$ cat config.mk
export PLATFORM = sky130hd
export DESIGN_NAME = hex_display_ctrl
export DESIGN_NICKNAME = d
export VERILOG_FILES = /design/src/rtl/hex_display_ctrl_pkg.sv /design/src/rtl/hex_display_ctrl_tick_gen.sv /design/src/rtl/hex_display_ctrl.sv
export SDC_FILE = /design/constraint.sdc
export NUM_CORES = 1
export LEC_CHECK = 0
export CAP_MARGIN = 10
export CELL_PAD_IN_SITES_DETAIL_PLACEMENT = 0
export CELL_PAD_IN_SITES_GLOBAL_PLACEMENT = 1
export CORE_ASPECT_RATIO = 1.25
export CORE_MARGIN = 8
export CORE_UTILIZATION = 40
export CTS_BUF_LIST = sky130_fd_sc_hd__clkbuf_16
export DETAILED_ROUTE_END_ITERATION = 8
export PLACE_DENSITY_LB_ADDON = 0.2
export SYNTH_ARGS = -nofsm -noshare
export SYNTH_HDL_FRONTEND = slang
export SYNTH_SLANG_ARGS = --single-unit
$ cat constraint.sdc
create_clock -name i_clock -period 2.6 [get_ports i_clock]
set_clock_uncertainty 0.2 [all_clocks]
set_input_delay 0.26 -clock i_clock [delete_from_list [all_inputs] [get_ports i_clock]]
set_output_delay 0.26 -clock i_clock [all_outputs]
set_load 0.05 [all_outputs]
$ cat src/rtl/hex_display_ctrl_pkg.sv
// Shared types and constants for the dual-digit hex display controller.
package hex_ctrl_pkg;

    typedef enum logic [1:0] {
        IDLE     = 2'd0,
        SHOW_SOC = 2'd1,
        SHOW_DBG = 2'd2,
        ERROR    = 2'd3
    } state_t;

    typedef enum logic [1:0] {
        OWNER_NONE  = 2'd0,
        OWNER_SOC   = 2'd1,
        OWNER_DBG   = 2'd2,
        OWNER_ERROR = 2'd3
    } owner_t;

    localparam logic [7:0] ERROR_CODE = 8'hEE;

    // The owner code reported on the display port is a direct image of the state.
    function automatic owner_t owner_of(input state_t s);
        owner_t o;
        case (s)
            SHOW_SOC: o = OWNER_SOC;
            SHOW_DBG: o = OWNER_DBG;
            ERROR:    o = OWNER_ERROR;
            default:  o = OWNER_NONE;
        endcase
        return o;
    endfunction

endpackage

$ cat src/rtl/hex_display_ctrl_tick_gen.sv
// Free-running divider producing a one-cycle tick every TICK_DIV clocks.
module tick_gen #(
    parameter int TICK_DIV = 50000
) (
    input  logic clock,
    input  logic reset,
    output logic tick
);

    localparam int CW = (TICK_DIV > 1) ? $clog2(TICK_DIV) : 1;
    localparam logic [CW-1:0] LAST = CW'(TICK_DIV - 1);

    logic [CW-1:0] count;

    // Count 0..TICK_DIV-1 and wrap; the tick is the terminal count itself.
    always_ff @(posedge clock) begin
        if (reset) begin
            count <= '0;
        end else if (tick) begin
            count <= '0;
        end else begin
            count <= count + CW'(1);
        end
    end

    assign tick = !reset && (count == LAST);

endmodule

$ cat src/rtl/hex_display_ctrl.sv
// Arbitrates the SoC and debug byte streams onto one hex display, with a
// minimum ownership hold, round-robin hand-over and a blinking error override.
module hex_display_ctrl
    import hex_ctrl_pkg::*;
#(
    parameter int TICK_DIV    = 50000,
    parameter int HOLD_TICKS  = 100,
    parameter int BLINK_TICKS = 25
) (
    input  logic       i_clock,
    input  logic       i_reset,
    input  logic       i_soc_valid,
    input  logic [7:0] i_soc_byte,
    output logic       o_soc_ready,
    input  logic       i_dbg_valid,
    input  logic [7:0] i_dbg_byte,
    output logic       o_dbg_ready,
    input  logic       i_error,
    output logic [7:0] o_byte,
    output logic       o_blank,
    output logic [1:0] o_owner
);

    localparam int HW = $clog2(HOLD_TICKS + 1);
    localparam int BW = (BLINK_TICKS > 1) ? $clog2(BLINK_TICKS) : 1;
    localparam logic [HW-1:0] HOLD_MAX   = HW'(HOLD_TICKS);
    localparam logic [BW-1:0] BLINK_LAST = BW'(BLINK_TICKS - 1);

    state_t        state;
    state_t        state_next;
    logic          tick;
    logic [7:0]    byte_q;
    logic          blank_q;
    logic [HW-1:0] hold_cnt;
    logic [BW-1:0] blink_cnt;
    logic          rr_dbg;
    logic          hold_done;
    logic          soc_ready;
    logic          dbg_ready;
    logic          soc_take;
    logic          dbg_take;
    logic          owner_change;

    tick_gen #(
        .TICK_DIV(TICK_DIV)
    ) u_tick_gen (
        .clock(i_clock),
        .reset(i_reset),
        .tick (tick)
    );

    assign hold_done = (hold_cnt == HOLD_MAX);

    // State register; reset overrides everything including a pending error.
    always_ff @(posedge i_clock) begin
        if (i_reset) begin
            state <= IDLE;
        end else begin
            state <= state_next;
        end
    end

    // Ready grant, transfer detection and next state; error and reset mask all grants.
    always_comb begin
        state_next   = state;
        soc_ready    = 1'b0;
        dbg_ready    = 1'b0;
        soc_take     = 1'b0;
        dbg_take     = 1'b0;
        owner_change = 1'b0;
        if (!i_reset && !i_error) begin
            case (state)
                IDLE: begin
                    if (rr_dbg) begin
                        if (i_dbg_valid || !i_soc_valid) dbg_ready = 1'b1;
                        else                             soc_ready = 1'b1;
                    end else begin
                        if (i_soc_valid || !i_dbg_valid) soc_ready = 1'b1;
                        else                             dbg_ready = 1'b1;
                    end
                end
                SHOW_SOC: begin
                    if (hold_done && i_dbg_valid) dbg_ready = 1'b1;
                    else                          soc_ready = 1'b1;
                end
                SHOW_DBG: begin
                    if (hold_done && i_soc_valid) soc_ready = 1'b1;
                    else                          dbg_ready = 1'b1;
                end
                default: begin
                end
            endcase
        end
        soc_take     = soc_ready && i_soc_valid;
        dbg_take     = dbg_ready && i_dbg_valid;
        owner_change = (soc_take && state != SHOW_SOC) || (dbg_take && state != SHOW_DBG);
        if (i_error) begin
            state_next = ERROR;
        end else if (state == ERROR) begin
            state_next = IDLE;
        end else if (soc_take) begin
            state_next = SHOW_SOC;
        end else if (dbg_take) begin
            state_next = SHOW_DBG;
        end
    end

    // Displayed byte, blanking, hold/blink counters and round-robin pointer.
    always_ff @(posedge i_clock) begin
        if (i_reset) begin
            byte_q    <= 8'h00;
            blank_q   <= 1'b1;
            hold_cnt  <= '0;
            blink_cnt <= '0;
            rr_dbg    <= 1'b0;
        end else if (i_error) begin
            byte_q <= ERROR_CODE;
            if (state != ERROR) begin
                blank_q   <= 1'b0;
                blink_cnt <= '0;
            end else if (tick) begin
                if (blink_cnt == BLINK_LAST) begin
                    blink_cnt <= '0;
                    blank_q   <= ~blank_q;
                end else begin
                    blink_cnt <= blink_cnt + BW'(1);
                end
            end
        end else if (state == ERROR) begin
            byte_q  <= 8'h00;
            blank_q <= 1'b0;
        end else begin
            if (soc_take) begin
                byte_q  <= i_soc_byte;
                blank_q <= 1'b0;
                rr_dbg  <= 1'b1;
            end else if (dbg_take) begin
                byte_q  <= i_dbg_byte;
                blank_q <= 1'b0;
                rr_dbg  <= 1'b0;
            end
            if (owner_change) begin
                hold_cnt <= '0;
            end else if (tick && !hold_done) begin
                hold_cnt <= hold_cnt + HW'(1);
            end
        end
    end

    assign o_soc_ready = soc_ready;
    assign o_dbg_ready = dbg_ready;
    assign o_byte      = byte_q;
    assign o_blank     = blank_q;
    assign o_owner     = owner_of(state);

endmodule

# Word-level counts from Yosys, hierarchy flattened
# Cells that the tools add are included.
dict set report word_totals {
  reg_bits 40
  input_bits 21
  output_inout_bits 13
  wordCells 89
}
dict set report classes {
  add_sub_neg 3
  n_eq_ne 11
  n_mux 36
  bitwise 3
  reduce_logical 28
}
# operator count
set op_table {}
lappend op_table {{8-bit 2-to-1 mux} 4}
lappend op_table {{1-bit 2-to-1 mux} 20}
lappend op_table {{16-bit by 1-bit adder with 16-bit output, second input constant} 1}
lappend op_table {{16-bit equality test, second input constant} 1}
lappend op_table {{5-bit 2-to-1 mux} 3}
lappend op_table {{7-bit 2-to-1 mux} 2}
lappend op_table {{1-bit logical AND} 9}
lappend op_table {{3-bit AND reduction} 3}
lappend op_table {{2-bit 2-to-1 mux} 4}
lappend op_table {{7-bit by 1-bit adder with 7-bit output, second input constant} 1}
lappend op_table {{7-bit equality test, second input constant} 1}
lappend op_table {{3-bit by 1-bit inequality test with 1-bit output, second input constant} 2}
lappend op_table {{1-bit case mux with 3 select lines} 2}
lappend op_table {{2-bit case mux with 3 select lines} 1}
lappend op_table {{2-bit nonzero test} 3}
lappend op_table {{5-bit by 1-bit adder with 5-bit output, second input constant} 1}
lappend op_table {{5-bit equality test, second input constant} 1}
lappend op_table {{1-bit logical NOT} 5}
lappend op_table {{2-bit equality test, second input constant} 2}
lappend op_table {{2-bit inequality test, second input constant} 2}
lappend op_table {{4-bit nonzero test} 1}
lappend op_table {{1-bit logical OR} 3}
lappend op_table {{1-bit NOT} 3}
lappend op_table {{3-bit OR reduction} 1}
lappend op_table {{5 further kinds} 5}

# Depth between registers and ports, before layout
dict set report logic_depth {
  ltp_word 11
  ltp_mapped 8
  mapped_depth_nobuf 7
}

# Modules after synthesis
# A second synthesis with hierarchy kept.
dict set report unflattened {
  cells_unflattened 249
  hier_area_um2 2184.6
}
# module n_inst cells_per_inst area_per_inst_um2 seq_area_each_um2
set modules_own_cells {}
lappend modules_own_cells {hex_display_ctrl 1 169 1462.7 480.5}
lappend modules_own_cells {tick_gen 1 80 721.9 320.3}

# Worst setup path after synthesis
# OpenSTA, ideal clock, no wires.
dict set report synth_path {
  path_type {register -> register}
  start {register u_tick_gen.count[13]}
  end {register blank_q (netlist: o_blank)}
  setup_ns 0.120
  t_arrival_ns 1.975
  required_ns 2.280
  setup_slack_ns 0.306
  stages_incl_launch_ff 7
  n_path_buf 1
  period_less_slack_ns 2.294
  path_cell_list {dfxtp_1 > or4_1 > or4_1 > buf_2 > o2111ai_1 > o31ai_1 > a211o_1}
}
dict set report synth_between {
  elab_chain_len 4
}
# element line_no
set synth_rtl {}
lappend synth_rtl {{start: declaration} hex_display_ctrl_tick_gen.sv:13} ;# logic [CW-1:0] count;
lappend synth_rtl {{start signal: assignment} hex_display_ctrl_tick_gen.sv:22} ;# count <= count + CW'(1);
lappend synth_rtl {{16-bit equality test} hex_display_ctrl_tick_gen.sv:26} ;# assign tick = !reset && (count == LAST);
lappend synth_rtl {{1-bit logical AND} hex_display_ctrl_tick_gen.sv:26}
lappend synth_rtl {{3-bit by 1-bit inequality test with 1-bit output (no source line)} -}
lappend synth_rtl {{3-bit AND reduction (no source line)} -}
lappend synth_rtl {{end signal: assignment} hex_display_ctrl.sv:124} ;# blank_q <= ~blank_q;
lappend synth_rtl {{end: declaration} hex_display_ctrl.sv:33} ;# logic blank_q;
# No other way between the ends.
# A chain may end at the register's enable or synchronous reset.

# Final worst setup path
dict set report layout_path {
  start {register u_tick_gen.count[13]}
  end {register hold_cnt[6]}
}
dict set report layout_between {
  elab_chain_len 5
}
# element line_no
set layout_rtl {}
lappend layout_rtl {{16-bit equality test} hex_display_ctrl_tick_gen.sv:26}
lappend layout_rtl {{1-bit logical AND} hex_display_ctrl_tick_gen.sv:26}
lappend layout_rtl {{1-bit logical AND} hex_display_ctrl.sv:144} ;# end else if (tick && !hold_done) begin
lappend layout_rtl {{2-bit nonzero test (no source line)} -}
lappend layout_rtl {{3-bit AND reduction (no source line)} -}
lappend layout_rtl {{end signal: assignment} hex_display_ctrl.sv:145} ;# hold_cnt <= hold_cnt + HW'(1);
lappend layout_rtl {{end: declaration} hex_display_ctrl.sv:34} ;# logic [HW-1:0] hold_cnt;
# No other way between the ends.

==> results.json <==
{
  "synth_area_per_cell_um2": 8.13,
  "core.rowCount": 30,
  "min_to": "u_tick_gen.count[0]",
  "core_area_um2": 5440,
  "clock_path_buffers": 2,
  "seq_area_frac_synth": 0.357,
  "period_share": 0.923,
  "nets": 337,
  "synth_warnings": 0,
  "crit_required_ns": 2.57,
  "clk_latency_ns": 0.28,
  "drv_cap": 0,
  "dieArea_um2": 8280,
  "dr.pass1.iters": 4,
  "syn_inst": 276,
  "ys_async_sr_fraction": 0,
  "wl_mm": 5.53,
  "met3_length_um": 186,
  "drtIter0Drc": 49,
  "synth.most_common_cell": "dfxtp_1",
  "place_ws_ns": 0.122,
  "setup_violations": 0,
  "grt_pass1_vias": 2037,
  "fin_util": 0.526,
  "rr_endpoint": "hold_cnt[6]",
  "wl_met2_mm": 2.79,
  "relSlewSlack": 0.538,
  "worstSetupEndpointType": "register",
  "wl_met1_mm": 2.46,
  "r2r-start": "u_tick_gen.count[13]",
  "start_util": 0.412,
  "area_growth_pct": 27.6,
  "drive_gt1_frac": 0.0929,
  "p_leak_nw": 1.01,
  "report.final.slew_viol_count": 0,
  "hp-class": "reg2reg",
  "finalHoldViolCount": 0,
  "vias": 2059,
  "synth-seq-cells": 40,
  "antenna_left": 0,
  "fin_cells": 376,
  "reg2reg_depth": 6,
  "syn-cell-area_um2": 2240,
  "pin_count": 34,
  "fin_crit_ns": 2.40,
  "cp-startpoint": "u_tick_gen.count[13]",
  "drc": 0,
  "via_per_inst": 5.48,
  "setup_ws_ns": 0.201,
  "cts_setup_buffers": 0,
  "holdPathStages": 1,
  "syn_nets": 302,
  "numCtsBuffers": 5,
  "crit_arrival_ns": 2.37,
  "cts_hold_buf": 0,
  "crit_type": "reg2reg",
  "synth_edf_count": 0,
  "die_y_um": 99.7,
  "irDropWorstVdd_uv": 291,
  "place_congestion": 0.840,
  "antenna_found_initial": 0,
  "numClockSinks": 40,
  "overflow": 0,
  "hold_start": "u_tick_gen.count[0]",
  "rrSetupSlack_ns": 0.20,
  "cts_tree": "yes",
  "antenna_cells": 0,
  "htreeDepth": 2,
  "gr-usage-all-layers": 0.134,
  "portBuffers": 33,
  "wl_per_cell_um": 14.7,
  "max_freq_mhz": 417,
  "die_w_um": 83.0,
  "synth_top_area_share": 0.357,
  "grt_max_degree": 20,
  "synth_common_cells": "dfxtp_1, nor2_1, a21oi_1",
  "cts_root_buf": "clkbuf_16",
  "status": "finished, final reports clean",
  "rsz0062_at_grt": "no",
  "start_kind": "register",
  "path_clk_slew_ns": 0.06,
  "hpwl_mm": 4.06,
  "top_layer_used": "met4",
  "fillers": 539,
  "synth.area.top_cells": "dfxtp_1, nor2_1, xnor2_1",
  "power_density_nw_per_um2": 564,
  "synth_area_leader_cell": "dfxtp_1",
  "synth_ff_type": "dfxtp_1",
  "yosysUniqueCellTypes": 47,
  "grt_pass1_wl_mm": 9.45,
  "path_max_fanout": 9,
  "dpl.cell_count": 368,
  "tightest_slew_ns": 0.689,
  "fin_tns_setup_ns": 0
}
## report_power, final
part | switching, mW | internal (mW) | total, mW
registers | 0.0210 | 0.633 | 0.654
clock network | 0.256 | 0.456 | 0.712
logic | 0.140 | 0.108 | 0.247
total | 0.416 | 1.20 | 1.61
## worst max-delay path: stages, from the launching register on
cell,delay (ns)
dfxtp_1,0.34
or4_1,0.55
or4_4,0.54
buf_4,0.20
nor4_2,0.27
xnor2_1,0.15
nor2_1,0.05
## sequential cells by signal, indices dropped and copies added (netlist names)
name,count
u_tick_gen.count,16
state,2
blink_cnt,5
rr_dbg,1
o_byte,8
o_blank,1
hold_cnt,7
## how the worst max path moves through the flow
stage,end,slack [ns],depth (start not counted)
after floorplan,o_blank,0.31,6
after global placement,hold_cnt[5],0.16,6
after detailed placement,hold_cnt[6],0.12,6
after CTS,hold_cnt[6],0.11,6
after global routing,hold_cnt[6],0.07,6
final,hold_cnt[6],0.20,6
## logic make-up after synthesis
logic type | Yosys count | synth area share
compound gates | 62 | 0.185
xor+xnor | 20 | 0.0781
fa+ha+maj | 5 | 0.0279
buf+inv | 31 | 0.0563
flops | 40 | 0.357
mux | 2 | 0.00892
simple gates | 116 | 0.287
## metal layers
| layer | track usage | up-vias |
|---|---|---|
| li1 | - | 1060 |
| met1 | 0.149 | 947 |
| met2 | 0.236 | 44 |
| met3 | 0.0278 | 8 |
| met4 | 0.0637 | 0 |
| met5 | 0 | - |
## cell type report
class	instances	area, um^2	share of cell area
Multi-Input combinational cell	205	1320	0.461
Tap cell	64	80.1	0.0280
Timing Repair Buffer	44	433	0.151
Inverter	15	56.3	0.0197
Clock buffer	5	125	0.0437
Sequential cell	40	801	0.280
Clock inverter	3	46.3	0.0162
## cell usage in the layout, fill, tap and decap left out, drive strengths merged, types with 4 or more instances in the layout
cell	synthesis	final
nand2b	11	11
and3	4	4
xor2	9	9
dfxtp	40	40
ha	5	5
or3	4	4
a221oi	8	8
nand2	14	14
a31oi	4	4
nor2	35	35
nand3	12	12
o21a	4	4
a21oi	17	17
o21ai	11	11
and4	4	4
nor3	7	7
clkdlybuf4s50	0	31
o2111ai	7	7
buf	3	13
clkbuf	13	5
nand4	6	6
nor4	5	5
xnor2	11	11
inv	15	16
## per-stage QoR
stage	power (mW)	area [um^2]	hold WS, ns
floorplan	0.814	2240	0.218
global placement	0.916	2690	0.232
detailed placement	0.915	2690	0.239
CTS	1.63	2860	0.255
global route	1.68	2860	0.293
finish	1.61	2860	0.257
## repair_timing
| item | in CTS | in global routing |
|---|---|---|
| gates resized for setup | 0 | 1 |
| endpoints found under the hold margin | 0 | 0 |
| endpoints found under the setup margin | 0 | 1 |
Note: power is estimated with default switching activity, not from simulation.
